### config.mk
export PLATFORM = sky130hd
export DESIGN_NAME = rs_array_sched
export DESIGN_NICKNAME = d
export VERILOG_FILES = /design/src/rtl/rs_array_sched.sv
export SDC_FILE = /design/constraint.sdc
export NUM_CORES = 1
export LEC_CHECK = 0
export CORE_MARGIN = 2
export CORE_UTILIZATION = 47
export CTS_CLUSTER_DIAMETER = 120
export DETAILED_ROUTE_END_ITERATION = 10
export PLACE_DENSITY = 0.89
export SETUP_SLACK_MARGIN = 0.05
export SLEW_MARGIN = 20
export SYNTH_ARGS = -nofsm -noshare
export SYNTH_HDL_FRONTEND = slang
export SYNTH_SLANG_ARGS = --single-unit
### constraint.sdc
create_clock -name clk -period 4.9 [get_ports clk]
set_clock_uncertainty 0.2 [all_clocks]
set_input_delay 0.98 -clock clk [delete_from_list [all_inputs] [get_ports clk]]
set_output_delay 0.98 -clock clk [all_outputs]
set_load 0.05 [all_outputs]
### src/rtl/rs_array_sched.sv
// rtl/rs_array_sched.sv - load/clear/compute/writeback sequencer for the 3x5 row-stationary PE array
// Optional RS_SCHED_CYCCNT_EN builds a saturating per-job cycle counter on cyc_cnt.
module rs_array_sched #(
  parameter int INWIDTH = 16,
  parameter int DI_W    = 7,
  parameter int DI_H    = 7,
  parameter int FIL_S   = 3,
  parameter int DO_W    = 5,
  parameter int DO_H    = 5,
  parameter int ADDR_W  = 8
) (
  input  logic               clk,
  input  logic               rst,
  input  logic               start,
  input  logic [ADDR_W-1:0]  base_fil,
  input  logic [ADDR_W-1:0]  base_di,
  input  logic [ADDR_W-1:0]  base_do,
  output logic               busy,
  output logic               done,
  output logic               rd_req,
  output logic [ADDR_W-1:0]  rd_addr,
  input  logic               rd_vld,
  input  logic [INWIDTH-1:0] rd_data,
  output logic [FIL_S-1:0]   fil_we,
  output logic [1:0]         fil_idx,
  output logic               di_we,
  output logic [2:0]         di_row,
  output logic [2:0]         di_col,
  output logic [INWIDTH-1:0] ld_data,
  output logic               pe_clr,
  output logic               pe_en,
  output logic [3:0]         mac_step,
  output logic [2:0]         res_row,
  output logic [2:0]         res_col,
  input  logic [INWIDTH-1:0] res_data,
  output logic               wr_vld,
  output logic [ADDR_W-1:0]  wr_addr,
  output logic [INWIDTH-1:0] wr_data,
  input  logic               wr_rdy,
  output logic [15:0]        cyc_cnt
);

  typedef enum logic [2:0] {
    S_IDLE, S_LOAD_FIL, S_LOAD_DI, S_CLEAR, S_COMPUTE, S_WRITE, S_DONE
  } state_t;

  localparam int FIL_LAST  = FIL_S * FIL_S - 1;
  localparam int DI_LAST   = DI_W * DI_H - 1;
  localparam int WR_LAST   = DO_W * DO_H - 1;
  localparam int STEP_LAST = DO_W * FIL_S - 1;
  localparam logic [ADDR_W-1:0] ADDR_ONE = 1;
  localparam logic [FIL_S-1:0]  FIL_ONE  = 1;

  state_t            state;
  logic [ADDR_W-1:0] di_base_q;
  logic [ADDR_W-1:0] do_base_q;
  logic [5:0]        cnt;
  logic [2:0]        row;
  logic [2:0]        col;
  logic              rd_take;

  assign rd_take = rd_req & rd_vld;

  // cnt is the linear word index; row/col track it so no divider is needed.
  always_ff @(posedge clk or negedge rst) begin
    if (!rst) begin
      state     <= S_IDLE;
      di_base_q <= '0;
      do_base_q <= '0;
      cnt       <= '0;
      row       <= '0;
      col       <= '0;
      busy      <= 1'b0;
      done      <= 1'b0;
      rd_req    <= 1'b0;
      rd_addr   <= '0;
      pe_clr    <= 1'b0;
      pe_en     <= 1'b0;
      mac_step  <= '0;
      wr_vld    <= 1'b0;
      wr_addr   <= '0;
    end else begin
      case (state)
        S_IDLE: begin
          if (start) begin
            di_base_q <= base_di;
            do_base_q <= base_do;
            state     <= S_LOAD_FIL;
            busy      <= 1'b1;
            rd_req    <= 1'b1;
            rd_addr   <= base_fil;
            cnt       <= '0;
            row       <= '0;
            col       <= '0;
          end
        end
        S_LOAD_FIL: begin
          if (rd_take) begin
            if (cnt == 6'(FIL_LAST)) begin
              state   <= S_LOAD_DI;
              rd_addr <= di_base_q;
              cnt     <= '0;
              row     <= '0;
              col     <= '0;
            end else begin
              cnt     <= cnt + 6'd1;
              rd_addr <= rd_addr + ADDR_ONE;
              if (col == 3'(FIL_S - 1)) begin
                col <= '0;
                row <= row + 3'd1;
              end else begin
                col <= col + 3'd1;
              end
            end
          end
        end
        S_LOAD_DI: begin
          if (rd_take) begin
            if (cnt == 6'(DI_LAST)) begin
              state   <= S_CLEAR;
              rd_req  <= 1'b0;
              rd_addr <= '0;
              pe_clr  <= 1'b1;
              cnt     <= '0;
              row     <= '0;
              col     <= '0;
            end else begin
              cnt     <= cnt + 6'd1;
              rd_addr <= rd_addr + ADDR_ONE;
              if (col == 3'(DI_W - 1)) begin
                col <= '0;
                row <= row + 3'd1;
              end else begin
                col <= col + 3'd1;
              end
            end
          end
        end
        S_CLEAR: begin
          state    <= S_COMPUTE;
          pe_clr   <= 1'b0;
          pe_en    <= 1'b1;
          mac_step <= '0;
        end
        S_COMPUTE: begin
          if (mac_step == 4'(STEP_LAST)) begin
            state    <= S_WRITE;
            pe_en    <= 1'b0;
            mac_step <= '0;
            wr_vld   <= 1'b1;
            wr_addr  <= do_base_q;
          end else begin
            mac_step <= mac_step + 4'd1;
          end
        end
        S_WRITE: begin
          if (wr_rdy) begin
            if (cnt == 6'(WR_LAST)) begin
              state   <= S_DONE;
              wr_vld  <= 1'b0;
              wr_addr <= '0;
              done    <= 1'b1;
              cnt     <= '0;
              row     <= '0;
              col     <= '0;
            end else begin
              cnt     <= cnt + 6'd1;
              wr_addr <= wr_addr + ADDR_ONE;
              if (col == 3'(DO_W - 1)) begin
                col <= '0;
                row <= row + 3'd1;
              end else begin
                col <= col + 3'd1;
              end
            end
          end
        end
        S_DONE: begin
          state <= S_IDLE;
          done  <= 1'b0;
          busy  <= 1'b0;
        end
        default: state <= S_IDLE;
      endcase
    end
  end

  // Load strobes follow rd_vld in the same cycle so the array captures rd_data directly.
  assign fil_we  = (state == S_LOAD_FIL && rd_take) ? (FIL_ONE << row) : '0;
  assign fil_idx = (state == S_LOAD_FIL) ? col[1:0] : 2'd0;
  assign di_we   = (state == S_LOAD_DI) && rd_take;
  assign di_row  = (state == S_LOAD_DI) ? row : 3'd0;
  assign di_col  = (state == S_LOAD_DI) ? col : 3'd0;
  assign ld_data = ((|fil_we) || di_we) ? rd_data : '0;
  assign res_row = wr_vld ? row : 3'd0;
  assign res_col = wr_vld ? col : 3'd0;
  assign wr_data = wr_vld ? res_data : '0;

`ifdef RS_SCHED_CYCCNT_EN
  logic [15:0] cyc_q;

  always_ff @(posedge clk or negedge rst) begin
    if (!rst) begin
      cyc_q <= '0;
    end else if (state == S_IDLE) begin
      if (start) cyc_q <= '0;
    end else if (cyc_q != 16'hFFFF) begin
      cyc_q <= cyc_q + 16'd1;
    end
  end

  assign cyc_cnt = cyc_q;
`else
  assign cyc_cnt = 16'd0;
`endif

endmodule

# [Yosys cells after proc, flatten, opt, wreduce, memory -nomap -nowiden]
# Cells that the tools add are included.
[classes] addsub=6 n_eq_ne=24 shift=1 mux=75 bitwise=1 n_reduce_logical=25
[op_table] operator="2-to-1 mux 3 bit" count=32
[op_table] operator="2-to-1 mux 8 bit" count=8
[op_table] operator="2-to-1 mux 6 bit" count=7
[op_table] operator="2-to-1 mux 16 bit" count=2
[op_table] operator="one-hot mux 3 bit (4 select lines)" count=2
[op_table] operator="one-hot mux 6 bit (4 select lines)" count=1
[op_table] operator="one-hot mux 8 bit (3 select lines)" count=1
[op_table] operator="one-hot mux 3 bit (6 select lines)" count=1
[op_table] operator="adder 8 x 1 -> 8 bit, second input constant" count=2
[op_table] operator="inequality test 2 bit, second input constant" count=8
[op_table] operator="one-hot mux 8 bit (2 select lines)" count=1
[op_table] operator="AND reduction 8 bit" count=2
[op_table] operator="== test 3 bit, second input constant" count=5
[op_table] operator="one-hot mux 1 bit (2 select lines)" count=6
[op_table] operator="AND reduction 4 bit" count=3
[op_table] operator="nonzero test 2 bit" count=6
[op_table] operator="2-to-1 mux 1 bit" count=11
[op_table] operator="== test 3 x 2 -> 1 bit, second input constant" count=3
[op_table] operator="inequality test 3 bit, second input constant" count=3
[op_table] operator="AND reduction 3 bit" count=3
[op_table] operator="one-hot mux 4 bit (2 select lines)" count=1
[op_table] operator="adder 3 x 1 -> 3 bit, second input constant" count=2
[op_table] operator="adder 6 x 1 -> 6 bit, second input constant" count=1
[op_table] operator="== test 6 x 4 -> 1 bit, second input constant" count=1
[op_table] operator="other kinds (17)" count=20
[totals] register_bits=57 in_bits=61 output_inout_bits=92 elab_cells=147

# [Depth between registers and ports, before layout]
[depth] depth_word=6 mapped_depth=8

# [Worst setup path after synthesis]
# No wires, ideal clock.
[synth_path] kind="input port to output port" start="in rd_vld" end="out ld_data[10]" arrival_ps=3050 required_time_ps=3720 path_slack_ps=670 path_stages=5 n_path_buf=1 path_cell_list="nand2_1 -> nor2_1 -> a21oi_1 -> clkbuf_1 -> nor2b_1"
[synth_between] word_cells_on_any_way=7
[synth_rtl] element="from (decl)" line_no="22" rtl="input logic rd_vld,"
[synth_rtl] element="AND 1 bit" line_no="62" rtl="assign rd_take = rd_req & rd_vld;"
[synth_rtl] element="logical AND 1 bit" line_no="191" rtl="assign di_we = (state == S_LOAD_DI) && rd_take;"
[synth_rtl] element="named net di_we" line_no="26" rtl="output logic di_we,"
[synth_rtl] element="logical OR 1 bit" line_no="194" rtl="assign ld_data = ((|fil_we) || di_we) ? rd_data : '0;"
[synth_rtl] element="2-to-1 mux 16 bit" line_no="194"
[synth_rtl] element="to (decl)" line_no="29" rtl="output logic [INWIDTH-1:0] ld_data,"
# The timed path passes the listed nets, and every way through them passes these cells.

# [Worst setup path after layout]
[layout_path] start="in rd_vld" end="out ld_data[13]"
[layout_between] elab_chain_cells=6 word_cells_on_any_way=7
[layout_lines] element="AND 1 bit (*)" line_no="62"
[layout_lines] element="logical AND 1 bit" line_no="189" rtl="assign fil_we = (state == S_LOAD_FIL && rd_take) ? (FIL_ONE << row) : '0;"
[layout_lines] element="2-to-1 mux 3 bit" line_no="189"
[layout_lines] element="OR reduction 3 bit" line_no="194"
[layout_lines] element="logical OR 1 bit (*)" line_no="194"
[layout_lines] element="2-to-1 mux 16 bit (*)" line_no="194"
# Every way passes the cells marked *; elsewhere a longest branch is shown, timed or not.

==> flow_summary.json <==
{
  "status": "finished, final reports clean",
  "maxCapViolCount": 0,
  "insertion_delay_ns": 0.35,
  "cp.required_ns": 3.72,
  "clockRootBuffer": "clkbuf_8",
  "yosysWarningCount": 0,
  "fmax_mhz": 220.0,
  "fp.dieH_um": 92.77,
  "syn_to_final_growth_pct": 42.57,
  "syn-cell-area_um2": 3704,
  "final_common_cell": "clkdlybuf4s50_1",
  "slew_headroom_pct": 51.62,
  "dp.cells": 637,
  "yosysTopAreaCellShare_pct": 38.51,
  "drt_wl_total_um": 10860,
  "post-route-period-util_pct": 92.75,
  "pin_count": 153,
  "ys_seq_elements": 57,
  "clk_pin_slew_ns": 0.07,
  "critPathMaxFanout": 16,
  "final_nets": 621,
  "dr.pass1.iters": 7,
  "synth_cell_type_count": 59,
  "cts_sinks": 57,
  "hold_viol_final": 0,
  "layout_min_cycle_time_ns": 4.545,
  "critPathCaptureType": "output port",
  "start_util_pct": 48.18,
  "worstPathArrival_ns": 3.36,
  "drv_slew": 0,
  "drc": 0,
  "synth_top_cell_by_area": "dfrtp_1",
  "fillers": 594,
  "dpl.hpwl_um": 8031,
  "numCtsBuffers": 9,
  "num_vias": 3683,
  "clockBufferDepth": 2,
  "multiInputGateArea_um2": 2078,
  "finalNonFillerCells": 654,
  "portBuffers": 136,
  "syn_inst": 412,
  "ys_top_cells_by_area": "dfrtp_1 39%, mux2_2 4.9%, and2_1 4.4%",
  "post_cts_buffers": 0,
  "setup_viol": 0,
  "syn_avg_cell_area_um2": 8.989,
  "core_um2": 7687,
  "wl_per_cell_um": 16.61,
  "irDropWorstVdd_mv": 0.3452,
  "synth-main-ff-cell": "dfrtp_1",
  "synth-seq-area-share_pct": 38.51,
  "start_kind": "primary input",
  "gp_congestion": 0.9108,
  "critical_path_class": "in2out",
  "antenna_found_initial": 0,
  "finalSetupTns_ns": 0,
  "htreeDepth": 3,
  "holdCritPathClass": "reg2reg",
  "dieWidth_um": 92.77,
  "ctsHoldBuffers": 0,
  "power_density_nw_per_um2": 584.0,
  "async_flop_share_pct": 100.0,
  "grt-ovfl-total": 0,
  "fp-row-count": 32,
  "n_antenna_cell": 0,
  "hold_slack_ns": 0.2779,
  "p_leak_nw": 2.134,
  "layout_common_cells": "135 x clkdlybuf4s50_1, 57 x dfrtp_1, 41 x nand2_1, 31 x nor2_1, 26 x and2_1",
  "grt_util_all_layers_pct": 25.25,
  "cts_tree": "built",
  "dr.first_iter.drc_count": 350,
  "dieArea_um2": 8606,
  "grt_pass1_vias": 3429,
  "rsz0062_at_grt": "false",
  "post_route_cells_drive_above_1_share_pct": 9.420,
  "grt_pass1_wl_um": 17170,
  "register_area_um2": 1426,
  "worst-slew-pin-transition_ns": 0.7257,
  "synth_edf_count": 0,
  "ctsResizeCount": 0,
  "grt_max_degree": 58,
  "total_power_w": 0.003084,
  "viasPerCell": 5.631,
  "ant_nets": 0,
  "utilization_pct": 68.68
}
-- per-layer routing --
metal	global-route usage (%)	part of all wire (%)
met1	30.02	38
met5	0	0
met4	7.475	2.0
met3	6.916	8.1
met2	44.44	51
-- cell type report --
cell class              count  area share (%)
inverters                  17           1.209
clock inverters             5           1.019
multi-input cells         323           39.36
repair buffers            139           26.11
clock buffers              11           2.867
flip-flops and latches     57           27.01
well taps                 102           2.417
-- worst max-delay path, cell delays in order --
cell and delay (ns):
clkdlybuf4s50_1 0.54, nand2_1 0.16, nor3_1 0.37, a21oi_2 0.29, nor2b_1 0.19, clkdlybuf4s50_1 0.83
-- synthesized netlist by cell type (2+ instances only) --
cell / count
a21oi_1: 15
clkbuf_1: 5
nor3_1: 6
a222oi_1: 2
a221o_1: 4
dfrtp_1: 57
buf_4: 17
or3_1: 3
or2_2: 2
a31oi_1: 3
nand2b_1: 7
a211oi_1: 7
nand4b_1: 2
nand2_1: 41
inv_1: 17
o211ai_1: 3
o31ai_1: 3
nor2_1: 31
o21ai_1: 10
mux2i_1: 3
nor3_2: 2
o32ai_1: 3
mux2_2: 16
nor3b_2: 3
and2_1: 26
nor2b_1: 17
buf_6: 2
o21ai_0: 25
ha_1: 13
a221oi_1: 2
nor3b_1: 5
o22ai_1: 3
xor2_1: 2
nand4bb_1: 2
and3_1: 4
nand3_1: 17
a32oi_1: 2
a22oi_1: 2
buf_2: 6
a21o_1: 3
-- cell families after synthesis --
group	after synthesis	share of synthesized area [%]
compound gates	97	17.53
flops	57	38.51
mux	20	5.980
simple gates	175	25.91
fa+ha+maj	13	4.392
other cells	1	0.1013
xor+xnor	2	0.4731
buf+inv	47	7.095
-- report_power, final --
| group | switching, W | internal [W] |
|---|---|---|
| Clock | 0.000203 | 0.000261 |
| Sequential | 0.000210 | 0.000645 |
| Combinational | 0.00111 | 0.000650 |
| Total | 0.00153 | 0.00156 |
-- state kept, by name, summed over array words and instances, names as in the netlist, 3 cells and up --
register	count
cnt	6
col	3
di_base_q	8
do_base_q	8
mac_step	4
rd_addr	8
row	3
state	3
wr_addr	8
-- final timing paths --
check | startpoint | end | slack [ns] | cells after the start
max | rd_vld | ld_data[13] | 0.36 | 6
min | do_base_q[6] | wr_addr[6] | 0.28 | 2
max reg2reg | state[1] | cnt[5] | 2.16 | 5
min reg2reg | do_base_q[6] | wr_addr[6] | 0.28 | 2
max in group asynchronous | rst | cnt[1] | 3.45 | 2
min in group asynchronous | rst | rd_addr[4] | 0.56 | 2
-- per-stage QoR --
stage / area [µm²] / setup WS, ns
floorplan: 3760 / 0.6695
global placement: 5060 / 0.3559
detailed placement: 5060 / 0.1870
CTS: 5265 / 0.1901
global route: 5280 / 0.2046
finish: 5280 / 0.3553
(Power assumes the default switching activity.)
